==> src/rtl/riscv_pkg.sv <==
// Shared definitions for the instruction-memory loader: FSM states and byte/word geometry.
package riscv_pkg;

  typedef enum logic [2:0] {
    LD_IDLE,
    LD_RECV,
    LD_CHK,
    LD_DONE,
    LD_ERR
  } loader_state_e;

  localparam int BYTE_BITS      = 8;
  localparam int BYTES_PER_INST = 4;
  localparam int INST_BITS      = BYTES_PER_INST * BYTE_BITS;
  localparam int CHECKSUM_WIDTH = 32;

endpackage

==> src/rtl/byte_packer.sv <==
// Little-endian byte-to-word assembler. The word is presented combinationally on the
// strobe of the last byte so the consumer can latch it on that same edge.
module byte_packer
  import riscv_pkg::*;
(
  input  logic                 i_clk,
  input  logic                 i_rst_n,
  input  logic                 i_clr,
  input  logic [BYTE_BITS-1:0] i_byte,
  input  logic                 i_byte_stb,
  output logic [INST_BITS-1:0] o_word,
  output logic                 o_word_valid
);

  localparam int IDX_W = $clog2(BYTES_PER_INST);
  localparam int LOW_W = INST_BITS - BYTE_BITS;
  localparam logic [IDX_W-1:0] LAST_IDX = IDX_W'(BYTES_PER_INST - 1);

  logic [IDX_W-1:0] idx_q, idx_d;
  logic [LOW_W-1:0] low_q, low_d;

  // Bytes enter at the top and shift down, so after three bytes byte 0 sits at bit 0.
  always_comb begin
    idx_d = idx_q;
    low_d = low_q;
    if (i_clr) begin
      idx_d = '0;
      low_d = '0;
    end else if (i_byte_stb) begin
      idx_d = idx_q + IDX_W'(1);
      low_d = {i_byte, low_q[LOW_W-1:BYTE_BITS]};
    end
  end

  always_ff @(posedge i_clk) begin
    if (!i_rst_n) begin
      idx_q <= '0;
      low_q <= '0;
    end else begin
      idx_q <= idx_d;
      low_q <= low_d;
    end
  end

  assign o_word       = {i_byte, low_q};
  assign o_word_valid = i_byte_stb && (idx_q == LAST_IDX);

endmodule

==> src/rtl/inst_mem_loader.sv <==
// Loads a byte stream into instruction memory, checks the trailing additive checksum,
// and releases the core from reset only after a clean load.
//   state | meaning
//   IDLE  | no session since reset, core held in reset
//   RECV  | receiving instruction words and writing them to memory
//   CHK   | receiving the 4-byte checksum
//   DONE  | good load, core released
//   ERR   | bad count or checksum, core held in reset
module inst_mem_loader
  import riscv_pkg::*;
#(
  parameter int ADDR_WIDTH = 8,
  parameter int INST_WIDTH = 32
) (
  input  logic                  i_clk,
  input  logic                  i_rst_n,
  input  logic                  i_start,
  input  logic [ADDR_WIDTH:0]   i_num_words,
  input  logic [7:0]            i_byte,
  input  logic                  i_byte_valid,
  output logic                  o_byte_ready,
  output logic                  o_we,
  output logic [ADDR_WIDTH-1:0] o_waddr,
  output logic [INST_WIDTH-1:0] o_wdata,
  output logic                  o_core_rst_n,
  output logic                  o_busy,
  output logic                  o_done,
  output logic                  o_err
);

  localparam int CNT_W = ADDR_WIDTH + 1;
  localparam logic [CNT_W-1:0] DEPTH   = {1'b1, {ADDR_WIDTH{1'b0}}};
  localparam logic [CNT_W-1:0] CNT_ONE = {{ADDR_WIDTH{1'b0}}, 1'b1};

  loader_state_e             state_q;
  logic [CNT_W-1:0]          num_words_q;
  logic [CNT_W-1:0]          word_cnt_q;
  logic [CHECKSUM_WIDTH-1:0] acc_q;

  logic                      byte_ready_q;
  logic                      we_q;
  logic [ADDR_WIDTH-1:0]     waddr_q;
  logic [INST_WIDTH-1:0]     wdata_q;
  logic                      core_rst_n_q;
  logic                      busy_q;
  logic                      done_q;
  logic                      err_q;

  logic                      byte_stb;
  logic                      idle_like;
  logic                      start_ok;
  logic                      count_ok;
  logic [INST_BITS-1:0]      pk_word;
  logic                      pk_valid;

  assign byte_stb  = byte_ready_q && i_byte_valid;
  assign idle_like = (state_q == LD_IDLE) || (state_q == LD_DONE) || (state_q == LD_ERR);
  assign start_ok  = i_start && idle_like;
  assign count_ok  = (i_num_words != '0) && (i_num_words <= DEPTH);

  byte_packer u_packer (
    .i_clk        (i_clk),
    .i_rst_n      (i_rst_n),
    .i_clr        (start_ok),
    .i_byte       (i_byte),
    .i_byte_stb   (byte_stb),
    .o_word       (pk_word),
    .o_word_valid (pk_valid)
  );

  always_ff @(posedge i_clk) begin
    if (!i_rst_n) begin
      state_q      <= LD_IDLE;
      num_words_q  <= '0;
      word_cnt_q   <= '0;
      acc_q        <= '0;
      byte_ready_q <= 1'b0;
      we_q         <= 1'b0;
      waddr_q      <= '0;
      wdata_q      <= '0;
      core_rst_n_q <= 1'b0;
      busy_q       <= 1'b0;
      done_q       <= 1'b0;
      err_q        <= 1'b0;
    end else begin
      we_q <= 1'b0;
      unique case (state_q)
        LD_IDLE, LD_DONE, LD_ERR: begin
          if (i_start) begin
            done_q       <= 1'b0;
            core_rst_n_q <= 1'b0;
            if (count_ok) begin
              state_q      <= LD_RECV;
              num_words_q  <= i_num_words;
              word_cnt_q   <= '0;
              acc_q        <= '0;
              err_q        <= 1'b0;
              busy_q       <= 1'b1;
              byte_ready_q <= 1'b1;
            end else begin
              state_q <= LD_ERR;
              err_q   <= 1'b1;
            end
          end
        end

        // Ready stays high into CHK so the first checksum byte can overlap the last write.
        LD_RECV: begin
          if (pk_valid) begin
            we_q       <= 1'b1;
            waddr_q    <= word_cnt_q[ADDR_WIDTH-1:0];
            wdata_q    <= pk_word;
            acc_q      <= acc_q + pk_word;
            word_cnt_q <= word_cnt_q + CNT_ONE;
            if (word_cnt_q == num_words_q - CNT_ONE) begin
              state_q <= LD_CHK;
            end
          end
        end

        LD_CHK: begin
          if (pk_valid) begin
            byte_ready_q <= 1'b0;
            busy_q       <= 1'b0;
            if (pk_word == acc_q) begin
              state_q      <= LD_DONE;
              done_q       <= 1'b1;
              core_rst_n_q <= 1'b1;
            end else begin
              state_q <= LD_ERR;
              err_q   <= 1'b1;
            end
          end
        end

        default: begin
          state_q      <= LD_IDLE;
          byte_ready_q <= 1'b0;
          busy_q       <= 1'b0;
          core_rst_n_q <= 1'b0;
        end
      endcase
    end
  end

  assign o_byte_ready = byte_ready_q;
  assign o_we         = we_q;
  assign o_waddr      = waddr_q;
  assign o_wdata      = wdata_q;
  assign o_core_rst_n = core_rst_n_q;
  assign o_busy       = busy_q;
  assign o_done       = done_q;
  assign o_err        = err_q;

endmodule

==> config.mk <==
export PLATFORM = sky130hd
export DESIGN_NAME = inst_mem_loader
export DESIGN_NICKNAME = d
export VERILOG_FILES = /design/src/rtl/riscv_pkg.sv /design/src/rtl/byte_packer.sv /design/src/rtl/inst_mem_loader.sv
export SDC_FILE = /design/constraint.sdc
export NUM_CORES = 1
export LEC_CHECK = 0
export CORE_MARGIN = 2
export CORE_UTILIZATION = 40
export CTS_CLUSTER_DIAMETER = 30
export DETAILED_ROUTE_END_ITERATION = 16
export GPL_ROUTABILITY_DRIVEN = 0
export HOLD_SLACK_MARGIN = 0.1
export PLACE_DENSITY = 0.59
export SKIP_CTS_REPAIR_TIMING = 1
export SLEW_MARGIN = 20
export SYNTH_ARGS = -nofsm -noshare
export SYNTH_HDL_FRONTEND = slang
export SYNTH_SLANG_ARGS = --single-unit
==> constraint.sdc <==
create_clock -name i_clk -period 2.45 [get_ports i_clk]
set_input_delay 0.49 -clock i_clk [delete_from_list [all_inputs] [get_ports i_clk]]
set_output_delay 0.49 -clock i_clk [all_outputs]
set_load 0.005 [all_outputs]
Yosys cells after proc, flatten, opt, wreduce, memory -nomap -nowiden --
Index checks and enable logic that the tools add are counted.
Operators by class: bitwise logic cells 2, reduce and logical (&&, ||, !) cells 21, order comparisons 1, mux-type cells 30, eq/ne operators 14, $add $sub $neg 4
Operators with widths (count):
- $mux W32 | 3
- $pmux W32 S2 | 1
- $add A32 B32 Y32 | 1
- $eq A32 B32 Y1 | 1
- $mux W9 | 3
- $reduce_and A4 Y1 | 6
- $mux W3 | 6
- $pmux W9 S2 | 1
- $ne A2 B2 Y1 const B | 7
- $mux W1 | 11
- $add A9 B1 Y9 const B | 1
- $eq A9 B9 Y1 | 1
- $le A9 B9 Y1 const B | 1
- $pmux W3 S3 | 1
- $reduce_bool A9 Y1 | 1
- $sub A9 B1 Y9 const B | 1
- $eq A3 B2 Y1 const B | 2
- $pmux W1 S3 | 2
- $logic_and A1 B1 Y1 | 4
- $pmux W1 S2 | 2
- $reduce_and A2 Y1 | 2
- $reduce_bool A2 Y1 | 2
- $eq A3 B1 Y1 const B | 1
- $eq A3 B3 Y1 const B | 1
- other kinds (8) | 10
Word-level totals: register bits after elaboration 124, word-level logic and storage cells 85

Longest topological paths before layout --
Gate-level depths: netlist of run 1.
depth after elaboration 5, depth in mapped cells 11, depth with buffers taken out 11

By module --
From an unflattened synthesis of run 1, not the netlist that was laid out.
Second synthesis, totals: cells, all modules 824, area, all modules 6957.9 sq um
Modules (own cells, without submodules):
- inst_mem_loader | cells an instance 729, area each 5910.7 sq um, times used 1, sequential area each 1961.9 sq um
- byte_packer | cells an instance 95, area each 1047.3 sq um, times used 1, sequential area each 520.5 sq um

Worst setup path after synthesis of run 1 --
Ideal clock, no wire load.
kind register to register, start point register acc_q[0], end point register acc_q[30], slack -0.167 ns, data required time 2.326 ns, cell stages (with the launch flop) 12, data arrival time 2.492 ns, path through dfxtp_1 -> ha_1 -> fa_1 -> a21oi_2 -> o211ai_2 -> a31oi_1 -> o31a_1 -> o31a_1 -> o21ai_2 -> a221oi_2 -> xor2_1 -> o21ai_1
On the way: longest elaborated chain between the ends 3
Ends and longest elaborated chain:
- from (decl) | RTL line inst_mem_loader.sv:38 | logic [CHECKSUM_WIDTH-1:0] acc_q;
- from (signal assigned) | RTL line inst_mem_loader.sv:113 | acc_q <= acc_q + pk_word;
- $add A32 B32 Y32 | RTL line inst_mem_loader.sv:113
- $mux W32 | RTL line inst_mem_loader.sv:109 | if (pk_valid) begin
- $pmux W32 S2 | RTL line inst_mem_loader.sv:87 | unique case (state_q)
Every way passes these cells. The select of a mux whose other input is x is not followed. A chain may end at the register's enable or synchronous reset.

Final worst setup path of run 1 --
Ends and elaborated chain as after synthesis.

==> metrics.md, run 1 <==
| Metric | Value |
|---|---|
| Unrepaired setup endpoints after global routing | `true` |
| Fill cell total of the finished layout | `1489` |
| Crit path max fanout | `4` |
| Grt ovf | `0` |
| Violated checks | `setup timing` |
| Die W | `around 130 um` |
| Cell Count, Final, Fillers Out | `between 1000 and 1500` |
| Clock root cell | `clkbuf_16` |
| Slew headroom | `between 70% and 80%` |
| Mapped Nets | `approximately 890` |
| CP arrival | `roughly 2.8 ns` |
| P_leak | `3.826 nW` |
| Top post-synthesis cells by count | `nand2_1, dfxtp_1, a21oi_1, a21boi_0, clkbuf_1` |
| Synth-to-layout area growth | `41.45%` |
| Crit path capture type | `flip-flop` |
| Worst-margin pin slew | `0.3907 ns` |
| IO Pins | `67` |
| Worst setup SP type | `flip-flop` |
| Post-route DRC | `0` |
| Post-synthesis sequential area ratio | `between 30% and 40%` |
| Post-synth EDFFs | `0` |
| Max IR drop VDD | `0.0004919 V` |
| Final Max Tran Viols | `0` |
| Synth area leaders | `dfxtp_1, nand2_1, ha_1` |
| Antenna cells | `0` |
| Global-route wire length before repair | `29120 um` |
| Placed Area | `~8500 um^2` |
| Reg clk slew, reported paths | `0.06 ns` |
| Clock latency on the worst-skew pair | `0.42 ns` |
| H-tree depth | `4` |
| Place WS | `-0.5204 ns` |
| CTS max path bufs | `2` |
| Detail Placement HPWL | `13230 um` |
| Final ANT Viol Nets | `0` |
| Share of Yosys cell area claimed by the top area cell type | `37.06%` |
| Max Cap Violations | `0` |
| Share of layout cells above drive strength 1 | `23.87%` |
| Multi-input combinational cell area | `4303 um^2` |
| Critical Path Max Stage Delay | `0.36 ns` |
| CTS tree | `done` |
| Setup_tns | `-0.2008 ns` |
| Die Y | `about 130 um` |
| TritonCTS Buffers | `17` |
| Synthesized area | `approximately 6700 um^2` |
| Warning count from the yosys run | `0` |
| Final nets | `1066` |
| Placeable Area | `16470 um^2` |
| Routed WL | `18320 um` |
| Count leader, synth | `nand2_1` |
| Leading area contributor after synthesis | `dfxtp_1` |
| Via count | `approximately 6300` |
| Starting Density | `40.68%` |
| Delay-heaviest family, CP | `compound AO/OA/AOI/OAI gates` |
| Final hold vios | `0` |
| First-pass DRT Iterations | `5` |
| Yosys cell types | `65` |
| Sequential Area | `2496 um^2` |
| Slowest CP cell | `fa_2` |
| Placed Cells | `roughly 1200` |
| PortBufs | `66` |
| Setup Skew | `between 0.003 and 0.004 ns` |
| Flop2flop setup slack | `-0.07 ns` |
| Clock Sinks | `roughly 120` |
| Synth Instances | `830` |
| Post-synth top flop | `dfxtp_1` |
| Pwr Total | `roughly 0.0051 W` |
| Fmax | `397.5 MHz` |
| GRT Total Usage | `between 20% and 30%` |
| Final critical-path setup slack | `-0.06588 ns` |
| Status | `complete, but fails checks` |
| Mapped Avg Cell Area | `just over 8 um^2` |
| Most common cell on crit path | `o31a_1` |
| Setup violators final | `8` |
| Asr flop ratio synth | `0%` |
| Largest net degree at the start of global routing | `31` |
| Worst Path Required | `2.76 ns` |
| Initial drt markers | `265` |
| Core Rows | `between 40 and 50` |
| Crit-path cells | `ha_4 > fa_2 > a21oi_4 > o211ai_2 > a31oi_2 > o31a_1 > o31a_1 > o21ai_2 > a221oi_2 > xor2_1 > o21ai_1` |
| Register bit total from synthesis | `124` |
| Initial antenna violation count | `0` |
| Fin crit share | `102.7%` |
| Routed wire per std cell | `14.75 um` |
| Via density | `around 5` |
| Critical path type | `flip-flop to flip-flop` |
| Power Dens Cells | `538.6 nW/um^2` |
| Die ar. | `17800 um^2` |
| Vias in the first global route | `5759` |
| Final Critical Period | `around 2.5 ns` |
| Worst Path Buf+Inv | `0` |
| Final instance area | `9474 um^2` |
| Worst hold path class | `flip-flop to flip-flop` |
report_power, final:
group	total, W	switching (W)	internal, W	leakage (nW)
registers	0.00207	0.0000274	0.00204	1.00
logic	0.000553	0.000299	0.000254	2.55
clock network	0.00248	0.000942	0.00154	0.274
total	0.00510	0.00127	0.00383	3.83
worst paths after layout:
kind / start / endpoint / cells past startpoint
worst max-delay path: acc_q[0]$_SDFFE_PN0P_ / acc_q[30]$_SDFFE_PN0P_ / 11
worst min-delay path: acc_q[29]$_SDFFE_PN0P_ / acc_q[29]$_SDFFE_PN0P_ / 2
worst max register to register: acc_q[0]$_SDFFE_PN0P_ / acc_q[30]$_SDFFE_PN0P_ / 11
worst min register to register: acc_q[29]$_SDFFE_PN0P_ / acc_q[29]$_SDFFE_PN0P_ / 2
cells in the final DEF (no fill, tap or decap), types with 3 or more instances in the layout:
cell type	instances
nand2_1	193
buf_4	137
dfxtp_1	117
clkdlybuf4s50_1	64
a21oi_1	61
a21boi_0	46
o21ai_0	28
nor2_1	28
nor2b_1	26
ha_1	24
xnor2_1	23
xor2_1	22
a21o_1	21
clkbuf_16	17
nand3_1	16
inv_1	11
mux2i_1	11
a22oi_1	10
nor3_1	9
nand4_1	9
ha_4	9
and2_1	7
o21ai_1	7
nor4_2	6
o21ai_2	5
o21a_1	5
a21oi_2	5
dfxtp_2	5
buf_6	5
o21bai_1	4
nand3b_1	4
clkinvlp_4	4
clkinv_2	4
a31o_2	3
nor4_1	3
or3_1	3
registers in the layout, indices dropped and copies added, names as in the netlist, 2 cells and up:
name,flops
state_q,3
o_wdata,32
word_cnt_q,9
acc_q,32
o_waddr,8
u_packer.idx_q,2
u_packer.low_q,24
num_words_q,9
kinds of logic (layout without fill, tap and decap cells):
family,Yosys count,in the layout,synth area share [%]
compound gates,228,228,22.94
xor+xnor,48,48,6.277
fa+ha+maj,35,35,6.651
buf+inv,60,252,3.680
flops,124,124,37.06
mux,11,11,1.644
simple gates,324,324,21.75
layer usage:
metal	share of wire, %	global-route usage [%]	vias to the layer above
met5	0	0	-
met2	47	32.73	98
met4	2.0	6.560	0
met3	2.9	4.566	21
li1	-	-	3244
met1	49	27.64	2910
worst register-to-register path, delay by kind of cell, from the launching register on:
kind | cells | cell delay [ns]
adders and majority gates | 2 | 0.52
DFF | 1 | 0.33
AOI/OAI and AO/OA | 8 | 1.35
xor gates and xnor gates | 1 | 0.19
area by class of cell:
class	instances	area share, %
sequential	124	26.35
multi-input combinational	646	45.42
tap	220	2.905
timing repair buffer	210	18.82
clock buffer	20	4.820
clock inverter	11	1.255
inverter	11	0.4358
stage by stage:
step                hold slack [ns]  util (%)
floorplan                    0.4291         -
global placement             0.4389     51.47
detailed placement           0.4448     51.47
CTS                          0.4518     54.96
global route                 0.4759     57.54
finish                       0.4460     57.54
No activity file was read; power rests on OpenSTA's default activity.
==> run 2: changes to the inputs <==
--- a/config.mk
+++ b/config.mk
@@ -6,12 +6,12 @@
 export NUM_CORES = 1
 export LEC_CHECK = 0
 export CORE_MARGIN = 2
-export CORE_UTILIZATION = 40
+export CORE_UTILIZATION = 52
 export CTS_CLUSTER_DIAMETER = 30
 export DETAILED_ROUTE_END_ITERATION = 16
 export GPL_ROUTABILITY_DRIVEN = 0
 export HOLD_SLACK_MARGIN = 0.1
-export PLACE_DENSITY = 0.59
+export PLACE_DENSITY = 0.74
 export SKIP_CTS_REPAIR_TIMING = 1
 export SLEW_MARGIN = 20
 export SYNTH_ARGS = -nofsm -noshare
==> metrics.md, run 2 (same netlist as run 1, synthesis figures left out) <==
| Metric | Value |
|---|---|
| Status | `complete, but fails checks` |
| Violated checks | `setup timing` |
| Setup Skew | `0.005896 ns` |
| Most frequent cells in the layout | `nand2_1, buf_4, dfxtp_1` |
| TritonCTS Buffers | `17` |
| Delay-heaviest family, CP | `compound AO/OA/AOI/OAI gates` |
| Detail Placement HPWL | `13450 um` |
| Synth-to-layout area growth | `37.94%` |
| Routed wire per std cell | `16.42 um` |
| Critical path type | `flip-flop to flip-flop` |
| P_leak | `3.727 nW` |
| Place WS | `-0.5473 ns` |
| Grt ovf | `0` |
| Reg clk slew, reported paths | `~0.050 ns` |
| Most common cell on crit path | `o31a_1` |
| Starting Density | `53.07%` |
| Clock root cell | `clkbuf_16` |
| Via count | `roughly 6700` |
| Worst hold path class | `input port to flip-flop` |
| Min-delay src | `i_byte[0]` |
| Fin crit share | `106.0%` |
| Initial antenna violation count | `0` |
| R2R depth | `11` |
| GR peak layer | `met2` |
| Crit path max fanout | `4` |
| Via density | `5.728` |
| GRT Total Usage | `26.35%` |
| Setup violators final | `7` |
| Critical Path Max Stage Delay | `0.37 ns` |
| Flop2flop setup slack | `-0.15 ns` |
| Met1 Use GR | `between 30% and 40%` |
| Placeable Area | `12620 um^2` |
| Die ar. | `13800 um^2` |
| H-tree depth | `4` |
| Worst setup SP type | `flip-flop` |
| Post-route DRC | `0` |
| Initial drt markers | `540` |
| Fmax | `~390 MHz` |
| Largest net degree at the start of global routing | `51` |
| Placed Cells | `1133` |
| Met3 Use GR | `5.669%` |
| Pwr Total | `0.005222 W` |
| PortBufs | `66` |
| Reg2Reg Launch Point | `acc_q[0]$_SDFFE_PN0P_` |
| Final hold vios | `0` |
| Antenna cells | `0` |
| Slew headroom | `a little over three fifths` |
| Crit path capture type | `flip-flop` |
| Power Dens Cells | `565.2 nW/um^2` |
| Max IR drop VDD | `~0.00040 V` |
| Crit-path cells | `ha_4 > fa_2 > a21oi_4 > o211ai_2 > a31oi_2 > o31a_1 > o31a_1 > o21ai_2 > a221oi_2 > xor2_1 > o21ai_1` |
| Commonest non-fill, non-tap cell in the layout | `nand2_1` |
| Final Util | `73.21%` |
| Setup_tns | `-0.5659 ns` |
| CP arrival | `between 2 and 3 ns` |
| Clock latency on the worst-skew pair | `between 0.4 and 0.5 ns` |
| Max Cap Violations | `0` |
| Worst hold path depth | `3` |
| Final nets | `1042` |
| Global-route wire length before repair | `29750 um` |
| CTS max path bufs | `2` |
| Unrepaired setup endpoints after global routing | `true` |
| Vias in the first global route | `between 6000 and 7000` |
| Worst Path Buf+Inv | `0` |
| Final Critical Period | `~2.6 ns` |
| Grt met2 use | `45.32%` |
| First-pass DRT Iterations | `7` |
| Clock Sinks | `124` |
| IO Pins | `67` |
| Cell Count, Final, Fillers Out | `1170` |
| Fill cell total of the finished layout | `940` |
| Share of layout cells above drive strength 1 | `a little over a fifth` |
| Worst-margin pin slew | `0.5528 ns` |
| Critical R2R Capture | `acc_q[30]$_SDFFE_PN0P_` |
| Final ANT Viol Nets | `0` |
| Final Max Tran Viols | `0` |
| Slowest CP cell | `fa_2` |
| Die Y | `117.5 um` |
| Routed WL | `19220 um` |
| Hold Path End | `o_wdata[24]$_SDFFE_PN0P_` |
| Die W | `approximately 120 um` |
| Worst Path Required | `2.76 ns` |
| CTS tree | `done` |
| Final critical-path setup slack | `-0.1468 ns` |
| Core Rows | `41` |
run 2: worst max-delay path by stage:
stage | start | to | slack [ns] | cells past startpoint
after floorplan | acc_q[5]$_SDFFE_PN0P_ | acc_q[17]$_SDFFE_PN0P_ | -0.002 | 10
after global placement | i_byte[0] | acc_q[31]$_SDFFE_PN0P_ | -0.48 | 11
after detailed placement | i_byte[0] | acc_q[31]$_SDFFE_PN0P_ | -0.55 | 11
after CTS | acc_q[14]$_SDFFE_PN0P_ | acc_q[27]$_SDFFE_PN0P_ | -0.19 | 10
after global routing | acc_q[0]$_SDFFE_PN0P_ | acc_q[24]$_SDFFE_PN0P_ | -0.27 | 11
final | acc_q[0]$_SDFFE_PN0P_ | acc_q[30]$_SDFFE_PN0P_ | -0.15 | 11
run 2: cell type report:
cell class                      instances  area, um^2  area share, %
Inverter                               11       41.29         0.4469
Clock buffer                           25       505.5          5.471
Multi-Input combinational cell        646        4297          46.51
Tap cell                              172       215.2          2.329
Clock inverter                          6       107.6          1.165
Sequential cell                       124        2497          27.03
Timing Repair Buffer                  186        1575          17.05
run 2: power breakdown:
part	internal (W)	leakage, nW	switching [W]
logic	0.000239	2.42	0.000294
registers	0.00204	1.01	0.0000358
clock network	0.00173	0.299	0.000884
total	0.00401	3.73	0.00121
run 2: layer usage:
layer,share of wire [%],vias to the layer above
li1,-,3218
met1,41,3143
met2,48,268
met3,6.0,73
met4,4.1,0
met5,0,-
run 2: per-stage QoR:
| stage | area [um^2] | hold slack (ns) |
|---|---|---|
| after floorplan | 6725 | 0.4291 |
| after global placement | 8267 | 0.4382 |
| after detailed placement | 8267 | 0.4438 |
| after CTS | 8880 | 0.4510 |
| after global routing | 9239 | 0.4184 |
| final | 9239 | 0.4074 |
run 2: tightest hold or removal path, cell delays in order:
cell	delay, ns
dlymetal6s2s_1	0.16
nand2_1	0.06
a21boi_0	0.06
==> run 3: changes to the inputs <==
--- a/config.mk
+++ b/config.mk
@@ -10,6 +10,7 @@
 export CTS_CLUSTER_DIAMETER = 30
 export DETAILED_ROUTE_END_ITERATION = 16
 export GPL_ROUTABILITY_DRIVEN = 0
+export GPL_TIMING_DRIVEN = 0
 export HOLD_SLACK_MARGIN = 0.1
 export PLACE_DENSITY = 0.74
 export SKIP_CTS_REPAIR_TIMING = 1
==> metrics.md, run 3 (same netlist as run 1, synthesis figures left out) <==
| Metric | Value |
|---|---|
| Status | `complete, but fails checks` |
| Violated checks | `setup timing` |
| Vias in the first global route | `5661` |
| Initial antenna violation count | `0` |
| Critical path type | `flip-flop to flip-flop` |
| Clock root cell | `clkbuf_16` |
| Setup_tns | `-1.046 ns` |
| Worst Path Required | `roughly 2.8 ns` |
| R2R depth | `11` |
| Reg clk slew, reported paths | `~0.05 ns` |
| Worst-margin pin slew | `0.6668 ns` |
| Grt ovf | `0` |
| Via count | `6198` |
| Power Dens Cells | `568.4 nW/um^2` |
| Critical R2R Capture | `acc_q[30]$_SDFFE_PN0P_` |
| Crit path capture type | `flip-flop` |
| Global-route wire length before repair | `27590 um` |
| Final Max Tran Viols | `0` |
| NetSw | `0.001219 W` |
| Worst hold path class | `input port to flip-flop` |
| Reg2Reg Launch Point | `u_packer.low_q[0]$_SDFFE_PP0P_` |
| Slew headroom | `55.55%` |
| Max IR drop VDD | `0.0004383 V` |
| CP arrival | `just under 3 ns` |
| Setup Skew | `roughly 0.0085 ns` |
| Min-delay src | `i_num_words[4]` |
| Routed wire per std cell | `16.37 um` |
| P_leak | `about 3.3 nW` |
| Core Rows | `between 40 and 50` |
| GRT Total Usage | `24.66%` |
| Die Y | `117.5 um` |
| Combinational power share | `10.6%` |
| Starting Density | `between 50% and 60%` |
| Crit path max fanout | `4` |
| Sw Ratio | `24.55%` |
| Fmax | `377.0 MHz` |
| Max Cap Violations | `0` |
| TritonCTS Buffers | `17` |
| Cell Count, Final, Fillers Out | `1110` |
| CP endpoint | `acc_q[30]$_SDFFE_PN0P_` |
| First-pass DRT Iterations | `4` |
| Unrepaired setup endpoints after global routing | `true` |
| Placeable Area | `around 13000 um^2` |
| Setup violators final | `8` |
| Most frequent cells in the layout | `nand2_1, dfxtp_1, a21oi_1` |
| Routed WL | `~18000 um` |
| Initial drt markers | `338` |
| Int Pwr | `0.003746 W` |
| Final critical-path setup slack | `-0.2027 ns` |
| Largest net degree at the start of global routing | `17` |
| Detail Placement HPWL | `12470 um` |
| H-tree depth | `4` |
| CTS tree | `done` |
| Via density | `5.584` |
| Antenna cells | `0` |
| Sequential Area | `2505 um^2` |
| Post-route DRC | `0` |
| IO Pins | `67` |
| Multi-input combinational cell area | `4384 um^2` |
| Share of layout cells above drive strength 1 | `around 16%` |
| Fraction of power consumed by sequential logic | `41.8%` |
| Fill cell total of the finished layout | `1043` |
| Clock share of power | `47.7%` |
| Clock latency on the worst-skew pair | `0.42 ns` |
| Commonest non-fill, non-tap cell in the layout | `nand2_1` |
| Synth-to-layout area growth | `30.41%` |
| Fin crit share | `108.3%` |
| Placed Cells | `1067` |
| Beginning of the critical path | `u_packer.low_q[0]$_SDFFE_PP0P_` |
| Final ANT Viol Nets | `0` |
| CTS max path bufs | `2` |
| Die W | `117.5 um` |
| PortBufs | `65` |
| Final hold vios | `0` |
| Die ar. | `approximately 14000 um^2` |
| Clock Sinks | `124` |
| Worst setup SP type | `flip-flop` |
| Final Critical Period | `2.653 ns` |
| Flop2flop setup slack | `-0.20 ns` |
| Final nets | `983` |
==> run 3: cell types whose count changed in the layout (fill, tap and decap cells not counted), moves of 5 or more <==
cell,delta
dlymetal6s2s_1,+6
clkdlybuf4s50_1,-7
buf_4,-95
ha_1,-7
clkbuf_1,+19
ha_2,+8
buf_2,+5
==> run 3: worst max-delay path, cell delays in order, from the launching register on <==
cell,delay [ns]
dfxtp_4,0.35
ha_4,0.17
fa_2,0.38
a21oi_4,0.22
o211ai_4,0.13
a31oi_4,0.17
o31a_1,0.26
o31a_1,0.23
o21ai_2,0.10
a221oi_2,0.29
xor2_1,0.17
o21ai_1,0.08
==> run 3: worst min path at each step <==
stage	endpoint	depth (start not counted)
finish	num_words_q[4]$_SDFFE_PN0P_	3
global route	num_words_q[4]$_SDFFE_PN0P_	3
CTS	acc_q[24]$_SDFFE_PN0P_	2
detailed placement	acc_q[24]$_SDFFE_PN0P_	2
global placement	acc_q[24]$_SDFFE_PN0P_	2
floorplan	acc_q[25]$_SDFFE_PN0P_	2
==> run 3: layer usage <==
metal	wire [um]	up-vias	track usage, %
met5	0	-	0
met2	8885	155	40.90
met4	479	0	10.39
met1	8013	2927	31.27
li1	-	3081	-
met3	790	35	4.990
==> run 3: cell type report <==
| class | count | area share (%) |
|---|---|---|
| Multi-Input combinational cell | 646 | 50.19 |
| Timing Repair Buffer | 89 | 9.841 |
| Tap cell | 172 | 2.464 |
| Clock buffer | 23 | 5.587 |
| Sequential cell | 124 | 28.68 |
| Clock inverter | 7 | 0.7449 |
| Buffer | 38 | 2.020 |
| Inverter | 11 | 0.4727 |
==> run 3: power groups by stage <==
| stage | registers (W) | logic (W) | clock network [W] |
|---|---|---|---|
| finish | 0.00207 | 0.000524 | 0.00237 |
| global route | 0.00208 | 0.000565 | 0.00248 |
| CTS | 0.00208 | 0.000469 | 0.00237 |
| floorplan | 0.00211 | 0.000319 | 0 |
| global placement | 0.00212 | 0.000464 | 0 |
| detailed placement | 0.00212 | 0.000466 | 0 |
==> run 3: per-stage QoR <==
stage | worst slack, ns | util [%] | hold slack, ns | power, W | cell area [um^2]
after global placement | -0.8855 | 60.15 | 0.4410 | 0.002581 | 7591
after CTS | -0.4850 | 64.54 | 0.4542 | 0.004919 | 8144
final | -0.2027 | 69.21 | 0.3990 | 0.004965 | 8735
after floorplan | -0.001953 | - | 0.4291 | 0.002429 | 6725
after detailed placement | -0.8956 | 60.15 | 0.4475 | 0.002584 | 7591
after global routing | -0.3014 | 69.21 | 0.4186 | 0.005119 | 8735
